`src/rtl/fetch_pc_unit_pkg.sv`:
```
// Shared types and defaults for the Aquila fetch PC unit.
// Holds the fetch sequencer state encoding and the default parameter values.
package fetch_pc_unit_pkg;

  localparam int unsigned XLEN_DEF      = 32;
  localparam logic [31:0] RESET_VEC_DEF = 32'h0000_0000;

  // IDLE: first cycle after reset; BUSY: request outstanding; DROP: finishing a
  // killed bus cycle; HOLD: fetched word parked while decode is stalled.
  typedef enum logic [1:0] {
    S_IDLE = 2'd0,
    S_BUSY = 2'd1,
    S_DROP = 2'd2,
    S_HOLD = 2'd3
  } fetch_state_e;

endpackage

```
`src/rtl/fetch_pc_unit.sv`:
```
// Program counter and instruction-fetch sequencer for the Aquila RV32IM core.
// Keeps one instruction-memory request outstanding and presents (pc, instr, valid) to decode.
module fetch_pc_unit
  import fetch_pc_unit_pkg::*;
#(
  parameter int unsigned     XLEN      = XLEN_DEF,
  parameter logic [XLEN-1:0] RESET_VEC = XLEN'(RESET_VEC_DEF)
) (
  input  logic            clk_i,
  input  logic            rst_i,
  input  logic            stall_i,
  input  logic            sys_jump_i,
  input  logic [XLEN-1:0] sys_jump_pc_i,
  input  logic            branch_flush_i,
  input  logic [XLEN-1:0] branch_target_i,
  input  logic            pred_taken_i,
  input  logic [XLEN-1:0] pred_target_i,
  output logic            imem_req_o,
  output logic [XLEN-1:0] imem_addr_o,
  input  logic            imem_ready_i,
  input  logic [XLEN-1:0] imem_data_i,
  output logic [XLEN-1:0] pc_o,
  output logic [XLEN-1:0] instr_o,
  output logic            instr_valid_o
);

  fetch_state_e    r_state;
  logic [XLEN-1:0] r_fetch_pc;
  logic [XLEN-1:0] r_pending_pc;
  logic [XLEN-1:0] r_pc;
  logic [XLEN-1:0] r_instr;
  logic            r_req;
  logic            r_valid;

  logic            w_redirect;
  logic [XLEN-1:0] w_redirect_pc;
  logic [XLEN-1:0] w_next_pc;

  // Next-PC priority: trap/xRET > EXE redirect > predictor > sequential.
  always_comb begin
    // NOTE: every output of a combinational block gets a default first, so no path can leave it unassigned and infer a latch.
    w_redirect    = sys_jump_i | branch_flush_i;
    w_redirect_pc = branch_target_i;
    w_next_pc     = r_fetch_pc + XLEN'(4);
    if (sys_jump_i) begin
      w_redirect_pc = sys_jump_pc_i;
    end
    if (w_redirect) begin
      w_next_pc = w_redirect_pc;
    end else if (pred_taken_i) begin
      w_next_pc = pred_target_i;
    end
  end

  always_ff @(posedge clk_i or posedge rst_i) begin
    if (rst_i) begin
      r_state      <= S_IDLE;
      r_fetch_pc   <= RESET_VEC;
      r_pending_pc <= '0;
      r_req        <= 1'b0;
      r_valid      <= 1'b0;
      r_pc         <= '0;
      r_instr      <= '0;
    end else begin
      // NOTE: state uses non-blocking assignments so every register in this block sees pre-edge values, independent of statement order.
      case (r_state)
        S_IDLE: begin
          r_req   <= 1'b1;
          r_state <= S_BUSY;
          if (w_redirect) begin
            r_fetch_pc <= w_redirect_pc;
          end
        end

        S_BUSY: begin
          if (imem_ready_i && !w_redirect) begin
            r_pc       <= r_fetch_pc;
            r_instr    <= imem_data_i;
            r_valid    <= 1'b1;
            r_fetch_pc <= w_next_pc;
            if (stall_i) begin
              r_req   <= 1'b0;
              r_state <= S_HOLD;
            end
          end else if (w_redirect) begin
            r_valid <= 1'b0;
            if (imem_ready_i) begin
              r_fetch_pc <= w_redirect_pc;
            end else begin
              // The bus cycle must still complete at the old address.
              r_pending_pc <= w_redirect_pc;
              r_state      <= S_DROP;
            end
          end else begin
            r_valid <= 1'b0;
          end
        end

        S_DROP: begin
          r_valid <= 1'b0;
          if (w_redirect) begin
            r_pending_pc <= w_redirect_pc;
          end
          if (imem_ready_i) begin
            r_fetch_pc <= w_redirect ? w_redirect_pc : r_pending_pc;
            r_state    <= S_BUSY;
          end
        end

        S_HOLD: begin
          if (w_redirect) begin
            r_valid    <= 1'b0;
            r_fetch_pc <= w_redirect_pc;
            r_req      <= 1'b1;
            r_state    <= S_BUSY;
          end else if (!stall_i) begin
            r_valid <= 1'b0;
            r_req   <= 1'b1;
            r_state <= S_BUSY;
          end
        end

        default: begin
          r_state <= S_IDLE;
        end
      endcase
    end
  end

  assign imem_req_o    = r_req;
  assign imem_addr_o   = {r_fetch_pc[XLEN-1:2], 2'b00};
  assign pc_o          = r_pc;
  assign instr_o       = r_instr;
  assign instr_valid_o = r_valid;

endmodule

```
`config.mk`:
```
export PLATFORM = sky130hd
export DESIGN_NAME = fetch_pc_unit
export DESIGN_NICKNAME = d
export VERILOG_FILES = /design/src/rtl/fetch_pc_unit_pkg.sv /design/src/rtl/fetch_pc_unit.sv
export SDC_FILE = /design/constraint.sdc
export NUM_CORES = 1
export LEC_CHECK = 0
export ABC_CLOCK_PERIOD_IN_PS = 3400
export BUFFER_PORTS_ARGS = -buffer_cell sky130_fd_sc_hd__buf_4
export CAP_MARGIN = 15
export CORE_MARGIN = 5
export CORE_UTILIZATION = 29
export DETAILED_ROUTE_END_ITERATION = 10
export GPL_TIMING_DRIVEN = 0
export PLACE_DENSITY_LB_ADDON = 0.12
export SLEW_MARGIN = 20
export SYNTH_ARGS = -nofsm -noshare
export SYNTH_HDL_FRONTEND = slang
export SYNTH_SLANG_ARGS = --single-unit
```
`constraint.sdc`:
```
create_clock -name clk_i -period 3.4 [get_ports clk_i]
set_input_delay 0 -clock clk_i [delete_from_list [all_inputs] [get_ports clk_i]]
set_output_delay 0 -clock clk_i [all_outputs]
set_load 0.005 [all_outputs]
```
Word-level counts from Yosys, hierarchy flattened:

Cells that the tools add are included.

* $add $sub $neg: 1
* equality and inequality tests: 15
* mux-type cells: 31
* bitwise gates (word level): 1
* reduce and logical (&&, ||, !) cells: 13

Operators by type and width (count)
* 32-bit 2-to-1 mux: 12
* 32-bit case mux with 3 select lines: 1
* 32-bit case mux with 2 select lines: 1
* 32-bit by 3-bit adder with 32-bit output, second input constant: 1
* 3-bit inequality test, second input constant: 5
* 2-bit 2-to-1 mux: 7
* 2-bit inequality test, second input constant: 6
* 4-bit AND reduction: 3
* 2-bit case mux with 4 select lines: 1
* 1-bit 2-to-1 mux: 7
* 1-bit case mux with 3 select lines: 2
* 3-bit nonzero test: 2
* 5-bit AND reduction: 1
* 2-bit equality test, second input constant: 2
* 2-bit AND reduction: 2
* 2-bit by 1-bit equality test with 1-bit output, second input constant: 1
* 2-bit zero test: 1
* 2-bit by 1-bit inequality test with 1-bit output, second input constant: 1
* 2-bit nonzero test: 1
* 2-bit OR reduction: 1
* 1-bit logical AND: 1
* 1-bit zero test: 1
* 1-bit OR: 1

* register bits: 132
* input port bits: 135
* word-level logic and storage cells: 68

Logic depth before layout (Yosys ltp):

Gate-level depths: netlist (run 1).

* depth in word-level cells: 5
* mapped depth: 10

Worst setup path before layout (run 1):

OpenSTA, ideal clock, no wires.

* path kind: register to register
* start: reg r_state[1]
* end: reg r_pending_pc[16]
* library setup time: 133 ps
* arrival: 2107 ps
* slack: 1160 ps
* cell stages (with the launch flop): 10
* buffers on the path: 4
* clock period less this slack: 2240 ps
* cells stage by stage: dfrtp_1 > inv_1 > ha_1 > clkbuf_1 > nand2b_1 > clkbuf_1 > a21oi_1 > clkbuf_1 > buf_1 > a21oi_1

* cells in the longest elaborated chain, start to end: 3
* elaborated cells on any way between the ends: 8
* classes of those cells: eq/ne: 5; mux: 1; reduce/logical: 2

RTL lines
* start: declaration: line fetch_pc_unit.sv:27 `fetch_state_e r_state;`
* start signal: assignment: line fetch_pc_unit.sv:57 `r_state <= S_IDLE;`
* start signal: assignment: line fetch_pc_unit.sv:69 `r_state <= S_BUSY;`
* start signal: assignment: line fetch_pc_unit.sv:83 `r_state <= S_HOLD;`
* 2-bit by 1-bit equality test with 1-bit output / 2-bit equality test (equally long branches): line fetch_pc_unit.sv:66 `case (r_state)`
* 2-bit inequality test (no source line) / 2-bit nonzero test (equally long branches)
* 4-bit AND reduction (no source line)
* end signal: assignment: line fetch_pc_unit.sv:91 `r_pending_pc <= w_redirect_pc;`
* end signal: assignment: line fetch_pc_unit.sv:102 `r_pending_pc <= w_redirect_pc;`
* end: declaration: line fetch_pc_unit.sv:29 `logic [XLEN-1:0] r_pending_pc;`

Parallel ways exist; a longest one is shown, timed or not.
A chain may end at the register's enable or synchronous reset.

Final worst setup path (run 1):

* start: reg r_state[1]
* end: reg r_pending_pc[29]

Same word-level chain as after synthesis.

==> results of run 1 <==
## registers in the layout, indices dropped and copies added, names as in the netlist
name           count
pc_o              32
r_state            2
r_pending_pc      32
r_fetch_pc        32
imem_req_o         1
instr_valid_o      1
instr_o           32
## power by group through the flow
stage / logic, mW / clock network (mW) / registers [mW]
6_report: 3.84 / 1.82 / 2.94
5_1_grt: 4.27 / 1.93 / 3.05
4_1_cts: 3.87 / 1.86 / 2.93
3_5_place_dp: 3.74 / 0 / 2.96
3_3_place_gp: 3.71 / 0 / 2.94
2_1_floorplan: 2.06 / 0 / 2.83
## routing by layer
metal  vias up  GRT usage (%)  wire [um]
li1       3636              -          -
met1      3498           27.4      12800
met2       234           32.2      13200
met3        23           4.17       1530
met4         0           4.62        340
met5         -              0          0
## cell usage in the layout (no fill, tap or decap), types with 5 or more instances in the layout
cell type / count
a2111oi_0: 7
nand2_1: 214
a221oi_1: 10
inv_1: 7
ha_1: 5
nor4_1: 10
a2bb2oi_1: 5
nand4_1: 9
clkbuf_1: 43
clkbuf_16: 17
mux2_2: 10
mux2i_1: 29
inv_6: 6
dlygate4sd3_1: 109
o21ai_0: 50
a21oi_1: 48
buf_2: 13
nor3_1: 18
o211ai_1: 7
buf_4: 261
o22ai_1: 6
dfrtp_1: 132
and3_1: 7
a211oi_1: 9
a31oi_1: 16
nand3_1: 9
nor2_1: 66
## logic make-up (layout without fill, tap and decap cells)
kind of cell / count (synthesis) / count (layout)
AOI/OAI and AO/OA: 196 / 196
adders and majority gates: 5 / 5
DFF: 132 / 132
xor gates and xnor gates: 2 / 2
buffers and inverters: 100 / 474
and+or+nand+nor: 361 / 361
muxes: 39 / 39
other: 1 / 2
## area by class of cell
type / instances / area (um2) / share of cell area, %
tap: 324 / 405 / 3.67
sequential: 132 / 3300 / 29.9
buffer: 91 / 482 / 4.36
clock inverter: 14 / 143 / 1.29
clock buffer: 18 / 429 / 3.89
inverter: 9 / 37.5 / 0.340
timing repair buffer: 342 / 2920 / 26.4
multi-input combinational: 605 / 3330 / 30.1
## path summary, 6_finish.rpt
| check | to | slack (ps) | depth (start not counted) |
|---|---|---|---|
| hold / removal | r_fetch_pc[20]$_DFFE_PP0P_ | 8 | 4 |
| hold reg to reg | pc_o[13]$_DFFE_PP0P_ | 480 | 2 |
| setup / recovery | r_pending_pc[29]$_DFFE_PP0P_ | 240 | 9 |
| min in group asynchronous | pc_o[14]$_DFFE_PP0P_ | 160 | 3 |
| setup reg to reg | r_pending_pc[29]$_DFFE_PP0P_ | 240 | 9 |
| max in group asynchronous | r_pending_pc[26]$_DFFE_PP0P_ | 2290 | 6 |
## through the flow
| stage | setup slack, ps | instance area, um2 | std cells |
|---|---|---|---|
| global placement | 333 | 9260 | 1389 |
| global route | 58.6 | 11000 | 1535 |
| floorplan | 1160 | 7140 | 837 |
| detailed placement | 330 | 9370 | 1394 |
| finish | 244 | 11000 | 1535 |
| CTS | 308 | 11000 | 1535 |
## worst min-delay path: stages
cell and delay (ps):
buf_4 90, a2bb2oi_1 60, a31oi_1 160, a21o_1 90
## timing repair
item	in CTS	in global routing
hold buffers	109	0
endpoints found under the hold margin	139	0
setup endpoints to repair	0	0
==> flow_summary_export.csv, run 1 <==
group,metric,value,unit
outcome,status,"complete, no violations",
yosys,synth_compound_area_share,17.7,%
setup_path,reg2reg_from,"r_state[1]$_DFFE_PP0P_",
pwr,finalPower,8.60,mW
sta,max_freq,317,MHz
routing,wl_per_cell,18.2,um
setup_path,crit_chain,"inv_1 > ha_1 > clkbuf_1 > nand2b_1 > clkbuf_1 > a21oi_1 > clkbuf_1 > buf_1 > a21oi_1",
yosys,synthArstFlopShare,100,%
sta,max_slew_margin,38.0,%
pwr,p_int,5.28,mW
yosys,seq_area_frac_synth,46.3,%
pwr,power.share.switching,38.6,%
clocking,cts_resized,0,
clocking,post_cts_buffers,0,
sta,whs,7.66,ps
setup_path,cp_max_fo,10,
setup_path,critPathLaunch,"r_state[1]$_DFFE_PP0P_",
cells_and_area,n_fill_cell,2456,
routing,dr.pass1.iters,5,
placement,port_buffers,228,
die,die_w,167,um
routing,first_iter_violations,589,
yosys,synth_simple_gate_area_share,21.9,%
setup_path,cp_slowest_stage_delay,510,ps
setup_path,crit_family,"buffers and inverters",
routing,drc,0,
clocking,cts_root_buf,"clkbuf_16",
pwr,seqPwrFrac,34.2,%
setup_path,path_class,"reg -> reg",
cells_and_area,nNetsFinal,1338,
routing,antenna_left,0,
yosys,synth-xor-area-share,0.246,%
die,start_util,29.4,%
sta,rsz0062_at_grt,"false",
clocking,cts_made_buffers,17,
pwr,power_frac_comb,44.7,%
pwr,powerDensity,779,nW/um2
setup_path,cp.required,3680,ps
sta,setup_viol,0,
pwr,peakVddDrop,290,uV
sta,tightestPinTransition,931,ps
setup_path,critPathMostFrequentCell,"clkbuf_1",
die,core_area,24200,um2
yosys,synthTopCellsByCount,"214 x nand2_1, 132 x dfrtp_1, 66 x nor2_1",
yosys,syn_area,7130,um2
clocking,clk_pin_slew,70,ps
yosys,ys_warn_count,0,
yosys,synth_cell_type_count,61,
yosys,synth_adder_area_share,0.877,%
routing,vias,7391,
global_routing,grt_max_degree,30,
sta,report.final.slew_viol_count,0,
die,rows,57,
placement,hpwl,20300,um
die,dieArea,27800,um2
yosys,synthMuxAreaShare,5.65,%
yosys,netlist_instances,836,
pwr,clkPwrFrac,21.1,%
global_routing,antenna_found_initial,0,
yosys,synth_area_per_cell,8.53,um2
routing,routed_wl,27900,um
die,ios,233,
yosys,synth_seq_cells,132,
sta,fin_crit,3160,ps
die,die_h,167,um
global_routing,gr-total-overflow,0,
sta,finalHoldViolations,0,
yosys,synth_top_family_by_area,"simple AND/OR/NAND/NOR gates",
routing,via_per_inst,4.81,
clocking,htree_levels,4,
clocking,cts.sinks,132,
run,drv_cap,0,
sta,tns,0,ps
global_routing,grt_pass1_vias,7491,
cells_and_area,num_antenna_cells,0,
sta,fin_crit_sh,92.8,%
yosys,synth_top_area_cell,"dfrtp_1",
sta,fin_skew,14.7,ps
setup_path,critPathLaunchType,"flop",
cells_and_area,area_growth,54.8,%
yosys,synth_most_common_cell,"nand2_1",
pwr,cellLeakagePower,5.20,nW
clocking,clkLatencyLatePin,430,ps
cells_and_area,drive_gt1_share,27.2,%
clocking,clock_path_buffers,2,
worst_hold_path,hold_class,"in -> reg",
setup_path,cp_slowest_cell,"clkbuf_1",
yosys,synth_top_cell_area_share,46.3,%
setup_path,crit_arrival,3440,ps
placement,place_congestion,0.826,
global_routing,grt_pass1_wl,43800,um
pwr,p_sw,3.32,mW
yosys,synth_edf_count,0,
worst_hold_path,hold_start,"pred_target_i[20]",
setup_path,critPathBufInv,5,
setup_path,setup.worst_path.end_class,"flop",
global_routing,grt.total_usage,19.8,%
yosys,ys.flop_type,"dfrtp_1",
clocking,cts_tree,"done",
yosys,yosys-top-cells-area,"dfrtp_1 46%, nand2_1 11%, mux2i_1 4.1%",
cells_and_area,fin_util,45.5,%
(Power assumes the default switching activity.)
==> inputs of run 2 (changes only) <==
--- a/config.mk
+++ b/config.mk
@@ -8,6 +8,8 @@
 export ABC_CLOCK_PERIOD_IN_PS = 3400
 export BUFFER_PORTS_ARGS = -buffer_cell sky130_fd_sc_hd__buf_4
 export CAP_MARGIN = 15
+export CELL_PAD_IN_SITES_DETAIL_PLACEMENT = 0
+export CELL_PAD_IN_SITES_GLOBAL_PLACEMENT = 1
 export CORE_MARGIN = 5
 export CORE_UTILIZATION = 29
 export DETAILED_ROUTE_END_ITERATION = 10
==> flow_summary_export.csv, run 2 (synthesized netlist as in run 1, its figures left out) <==
group,metric,value,unit
sta,whs,-1.27,ps
sta,fin_crit_sh,92.5,%
routing,first_iter_violations,483,
placement,hpwl,20800,um
setup_path,cp.required,3680,ps
global_routing,antenna_found_initial,1,
cells_and_area,area_growth,55.6,%
clocking,cts.sinks,132,
global_routing,grt_max_degree,29,
sta,setup_viol,0,
cells_and_area,final_common_cell,"buf_4",
die,rows,57,
setup_path,worstRegToRegCells,9,
sta,worst_slack,255,ps
sta,report.final.slew_viol_count,0,
placement,place_congestion,0.820,
pwr,p_sw,3.29,mW
routing,vias,7364,
sta,fin_crit,3150,ps
sta,fin_skew,8.97,ps
sta,tns,0,ps
worst_hold_path,min_path_cells,3,
global_routing,gr-total-overflow,0,
pwr,clkPwrFrac,22.6,%
sta,rsz0062_at_grt,"false",
sta,tightestPinTransition,888,ps
pwr,cellLeakagePower,5.24,nW
setup_path,crit_arrival,3420,ps
setup_path,setup.worst_path.end_class,"flop",
pwr,seqPwrFrac,33.6,%
cells_and_area,n_fill_cell,2436,
routing,via_per_inst,4.80,
pwr,powerDensity,792,nW/um2
clocking,cts_root_buf,"clkbuf_16",
die,dieArea,27800,um2
cells_and_area,nNetsFinal,1337,
setup_path,cp_max_fo,10,
die,core_area,24200,um2
setup_path,timing.rr.end,"r_pending_pc[31]$_DFFE_PP0P_",
outcome,violations,"negative hold slack",
worst_hold_path,hold_class,"in -> reg",
die,ios,233,
routing,dr.pass1.iters,5,
global_routing,grt.total_usage,20.1,%
worst_hold_path,worstHoldEndpoint,"r_pending_pc[10]$_DFFE_PP0P_",
routing,wl_per_cell,18.4,um
die,die_h,167,um
clocking,cts_tree,"done",
clocking,clock_path_buffers,2,
setup_path,r2r_setup_slack,250,ps
sta,finalHoldViolations,1,
pwr,power.share.switching,37.5,%
placement,port_buffers,228,
sta,max_freq,318,MHz
setup_path,cp_slowest_cell,"clkbuf_1",
pwr,peakVddDrop,295,uV
worst_hold_path,hold_start,"sys_jump_pc_i[10]",
clocking,clk_pin_slew,60,ps
pwr,p_int,5.49,mW
pwr,power_frac_comb,43.8,%
routing,drc,0,
die,die_w,167,um
outcome,status,"complete, but fails checks",
global_routing,grt_pass1_vias,7441,
run,drv_cap,0,
setup_path,critPathLaunchType,"flop",
sta,max_slew_margin,40.8,%
clocking,post_cts_buffers,0,
cells_and_area,final_cell_mix,"261 x buf_4, 214 x nand2_1, 132 x dfrtp_1",
cells_and_area,drive_gt1_share,27.4,%
placement,place_ws,205,ps
die,start_util,29.4,%
setup_path,path_class,"reg -> reg",
clocking,cts_made_buffers,17,
clocking,clkLatencyLatePin,430,ps
clocking,htree_levels,4,
setup_path,reg2reg_from,"r_state[1]$_DFFE_PP0P_",
global_routing,grt_pass1_wl,43800,um
routing,antenna_left,0,
setup_path,crit_chain,"inv_1 > ha_1 > clkbuf_1 > nand2b_1 > clkbuf_1 > a21oi_1 > clkbuf_1 > buf_1 > a21oi_1",
routing,routed_wl,28200,um
setup_path,cp_slowest_stage_delay,510,ps
setup_path,critPathMostFrequentCell,"clkbuf_1",
run 2: cell type report:
cell class / instances / area, um2 / share of cell area (%)
Multi-Input combinational cell: 605 / 3330 / 30.0
Sequential cell: 132 / 3300 / 29.8
Timing Repair Buffer: 341 / 2910 / 26.2
Buffer: 91 / 483 / 4.35
Clock buffer: 17 / 425 / 3.83
Tap cell: 324 / 405 / 3.65
Clock inverter: 15 / 204 / 1.84
Inverter: 9 / 37.5 / 0.338
Antenna cell: 1 / 2.50 / 0.0226
run 2: critical path, delay by kind of cell, from the launching register on:
kind            cells  cell delay, ps
buf+inv             5            1560
compound gates      2             640
flops               1             390
simple gates        1             210
fa+ha+maj           1             200
run 2: stage by stage:
step | area [um2] | instances | power, mW | util [%]
floorplan | 7140 | 837 | 4.89 | -
global placement | 9260 | 1389 | 6.67 | 38.2
detailed placement | 9380 | 1394 | 6.73 | 38.7
CTS | 11100 | 1534 | 8.87 | 45.7
global route | 11100 | 1535 | 9.42 | 45.8
finish | 11100 | 1535 | 8.78 | 45.8
run 2: worst max path at each step:
| stage | start | endpoint | slack [ps] | cells past startpoint |
|---|---|---|---|---|
| floorplan | r_state[1]$_DFFE_PP0P_ | r_pending_pc[16]$_DFFE_PP0P_ | 1160 | 9 |
| global placement | r_state[1]$_DFFE_PP0P_ | r_pending_pc[29]$_DFFE_PP0P_ | 240 | 9 |
| detailed placement | r_state[1]$_DFFE_PP0P_ | r_pending_pc[16]$_DFFE_PP0P_ | 200 | 9 |
| CTS | r_state[1]$_DFFE_PP0P_ | r_pending_pc[10]$_DFFE_PP0P_ | 200 | 9 |
| global route | r_state[1]$_DFFE_PP0P_ | r_pending_pc[15]$_DFFE_PP0P_ | 10 | 9 |
| finish | r_state[1]$_DFFE_PP0P_ | r_pending_pc[31]$_DFFE_PP0P_ | 250 | 9 |
run 2: per-layer routing:
| metal | up-vias | wire length, um | global-route usage [%] |
|---|---|---|---|
| li1 | 3626 | - | - |
| met1 | 3487 | 13100 | 27.9 |
| met2 | 217 | 13200 | 31.7 |
| met3 | 34 | 1460 | 4.57 |
| met4 | 0 | 496 | 5.19 |
| met5 | - | 0 | 0 |
run 2: repair_timing:
action / in CTS / in global routing
hold buffers: 108 / 0
endpoints found under the hold margin: 147 / 0
endpoints found under the setup margin: 0 / 3
gates resized for setup: 0 / 3
run 2: power by group through the flow:
stage          logic [mW]  registers [mW]  clock network [mW]
2_1_floorplan        2.06            2.83                   0
3_3_place_gp         3.71            2.96                   0
3_5_place_dp         3.76            2.97                   0
4_1_cts              3.89            2.95                2.03
5_1_grt              4.25            3.06                2.10
6_report             3.85            2.95                1.98
==> inputs of run 3 (changes only) <==
--- a/config.mk
+++ b/config.mk
@@ -5,6 +5,7 @@
 export SDC_FILE = /design/constraint.sdc
 export NUM_CORES = 1
 export LEC_CHECK = 0
+export ABC_AREA = 1
 export ABC_CLOCK_PERIOD_IN_PS = 3400
 export BUFFER_PORTS_ARGS = -buffer_cell sky130_fd_sc_hd__buf_4
 export CAP_MARGIN = 15
==> flow_summary_export.csv, run 3 <==
group,metric,value,unit
sta,tightestPinTransition,675,ps
routing,wl_per_cell,17.4,um
routing,routed_wl,33000,um
global_routing,met2_usage,35.3,%
sta,tns,0,ps
routing,vias,8652,
setup_path,cp.required,3690,ps
routing,first_iter_violations,556,
run,drv_cap,0,
setup_path,crit_family,"buffers and inverters",
pwr,cellLeakagePower,5.80,nW
setup_path,cp_slowest_cell,"dfrtp_1",
sta,max_slew_margin,55.0,%
routing,dr.pass1.iters,5,
clocking,clk_pin_slew,60,ps
yosys,synth_cell_type_count,38,
die,start_util,29.2,%
placement,hpwl,25200,um
setup_path,critPathBufInv,5,
yosys,synth_seq_cells,132,
sta,finalHoldViolations,0,
placement,port_buffers,229,
yosys,seq_area_frac_synth,41.0,%
global_routing,grt_pass1_vias,8730,
global_routing,busiest_layer,"met2",
global_routing,grt_pass1_wl,50500,um
setup_path,worstRegToRegCells,11,
yosys,synth_top_cell_area_share,41.0,%
die,core_area,27600,um2
pwr,powerDensity,827,nW/um2
setup_path,crit_arrival,2840,ps
die,dieArea,31200,um2
setup_path,setup.worst_path.end_class,"flop",
cells_and_area,num_antenna_cells,0,
setup_path,cp_slowest_stage_delay,380,ps
yosys,ys.flop_type,"dfrtp_1",
worst_hold_path,min_path_cells,5,
clocking,cts_root_buf,"clkbuf_16",
die,die_h,177,um
yosys,synth_edf_count,0,
global_routing,gr-usage-met3,3.85,%
die,ios,233,
global_routing,grt_max_degree,32,
die,rows,61,
routing,via_per_inst,4.57,
sta,fin_crit_sh,74.9,%
cells_and_area,drive_gt1_share,23.6,%
placement,place_congestion,0.837,
outcome,status,"complete, no violations",
sta,report.final.slew_viol_count,0,
yosys,synth_top_area_cell,"dfrtp_1",
clocking,htree_levels,4,
worst_hold_path,hold_class,"in -> reg",
yosys,synthTopCellsByCount,"409 x nand2_1, 183 x nor2_1, 132 x dfrtp_1",
pwr,peakVddDrop,371,uV
sta,fin_crit,2550,ps
cells_and_area,final_common_cell,"nand2_1",
setup_path,path_class,"reg -> reg",
yosys,synth_area_per_cell,6.85,um2
yosys,netlist_instances,1177,
routing,antenna_left,0,
clocking,clkLatencyLatePin,420,ps
global_routing,globalRouteMet1Util,28.1,%
yosys,syn_area,8060,um2
cells_and_area,area_growth,44.6,%
setup_path,crit_chain,"inv_1 > ha_1 > inv_2 > nor2_1 > inv_1 > nand3_2 > inv_2 > buf_4 > o21ai_0 > nor2_1 > a21oi_1",
clocking,cts_tree,"done",
setup_path,cp_max_fo,10,
yosys,synth_most_common_cell,"nand2_1",
clocking,cts_made_buffers,17,
clocking,clock_path_buffers,2,
yosys,yosys-top-cells-area,"dfrtp_1 41%, nand2_1 19%, nor2_1 8.5%",
yosys,synthArstFlopShare,100,%
setup_path,critPathLaunchType,"flop",
sta,max_freq,393,MHz
pwr,finalPower,9.64,mW
yosys,ys_warn_count,0,
sta,setup_viol,0,
global_routing,gr-total-overflow,0,
sta,rsz0062_at_grt,"false",
routing,drc,0,
global_routing,antenna_found_initial,0,
cells_and_area,nNetsFinal,1643,
global_routing,grt.total_usage,21.0,%
cells_and_area,final_cell_mix,"409 x nand2_1, 267 x buf_4, 183 x nor2_1",
die,die_w,177,um
clocking,cts.sinks,132,
setup_path,path_depth,11,
sta,fin_skew,10.8,ps
==> run 3: final cells by class <==
type | count | area, um2
multi-input combinational | 884 | 3940
inverter | 73 | 280
timing repair buffer | 306 | 2530
fill | 3010 | 16000
tap | 378 | 473
clock buffer | 19 | 433
buffer | 89 | 547
clock inverter | 13 | 151
sequential | 132 | 3300
==> run 3: cells by family after synthesis <==
kind of cell / share of synthesized area, %
other: 0.0465
buffers and inverters: 10.2
AND/OR/NAND/NOR: 33.1
XOR/XNOR: 0.434
flip-flops: 41.0
adder cells (fa/ha/maj): 0.776
AO/OA/AOI/OAI: 14.5
==> run 3: timing repair <==
| item | in CTS | in global routing |
|---|---|---|
| buffers inserted | 0 | 0 |
| hold buffers | 73 | 0 |
| endpoints found under the hold margin | 87 | 0 |
| resized for setup | 0 | 0 |
==> run 3: metal layers <==
layer  vias up  share of wire [%]  routed length, um
met1      4018                 45              14800
met2       221                 48              16000
met5         -                  0                  0
li1       4381                  -                  -
met4         0                1.8                585
met3        32                5.0               1650
==> run 3: tightest hold or removal path: stages <==
cell     delay, ps
buf_4           80
nand2_1         70
o21ai_0         80
inv_1           40
a31oi_1        110
==> run 3: power breakdown <==
| group | switching [mW] | total [mW] | internal (mW) |
|---|---|---|---|
| registers | 0.664 | 3.04 | 2.37 |
| logic | 2.63 | 4.71 | 2.08 |
| clock network | 0.793 | 1.89 | 1.09 |
==> run 3: path summary, 6_finish.rpt <==
| check | start | endpoint | slack (ps) |
|---|---|---|---|
| min | pred_target_i[15] | r_fetch_pc[15]$_DFFE_PP0P_ | 3 |
| max reg2reg | r_state[0]$_DFFE_PP0P_ | r_fetch_pc[18]$_DFFE_PP0P_ | 850 |
| min reg2reg | pc_o[3]$_DFFE_PP0P_ | pc_o[3]$_DFFE_PP0P_ | 470 |
| max | r_state[0]$_DFFE_PP0P_ | r_fetch_pc[18]$_DFFE_PP0P_ | 850 |
| min in group asynchronous | rst_i | instr_o[11]$_DFFE_PP0P_ | 210 |
| max in group asynchronous | rst_i | r_pending_pc[12]$_DFFE_PP0P_ | 2390 |
==> run 3: per-stage QoR <==
stage | hold WS, ps | cells | worst slack [ps] | instance area (um2) | util (%)
5_1_grt | 12.3 | 1894 | 656 | 11700 | 42.2
3_3_place_gp | 201 | 1785 | 592 | 10300 | 37.1
2_1_floorplan | 117 | 1178 | 1740 | 8070 | -
6_report | 3.09 | 1894 | 853 | 11700 | 42.2
3_5_place_dp | 118 | 1789 | 866 | 10300 | 37.4
4_1_cts | 0.287 | 1894 | 858 | 11700 | 42.2
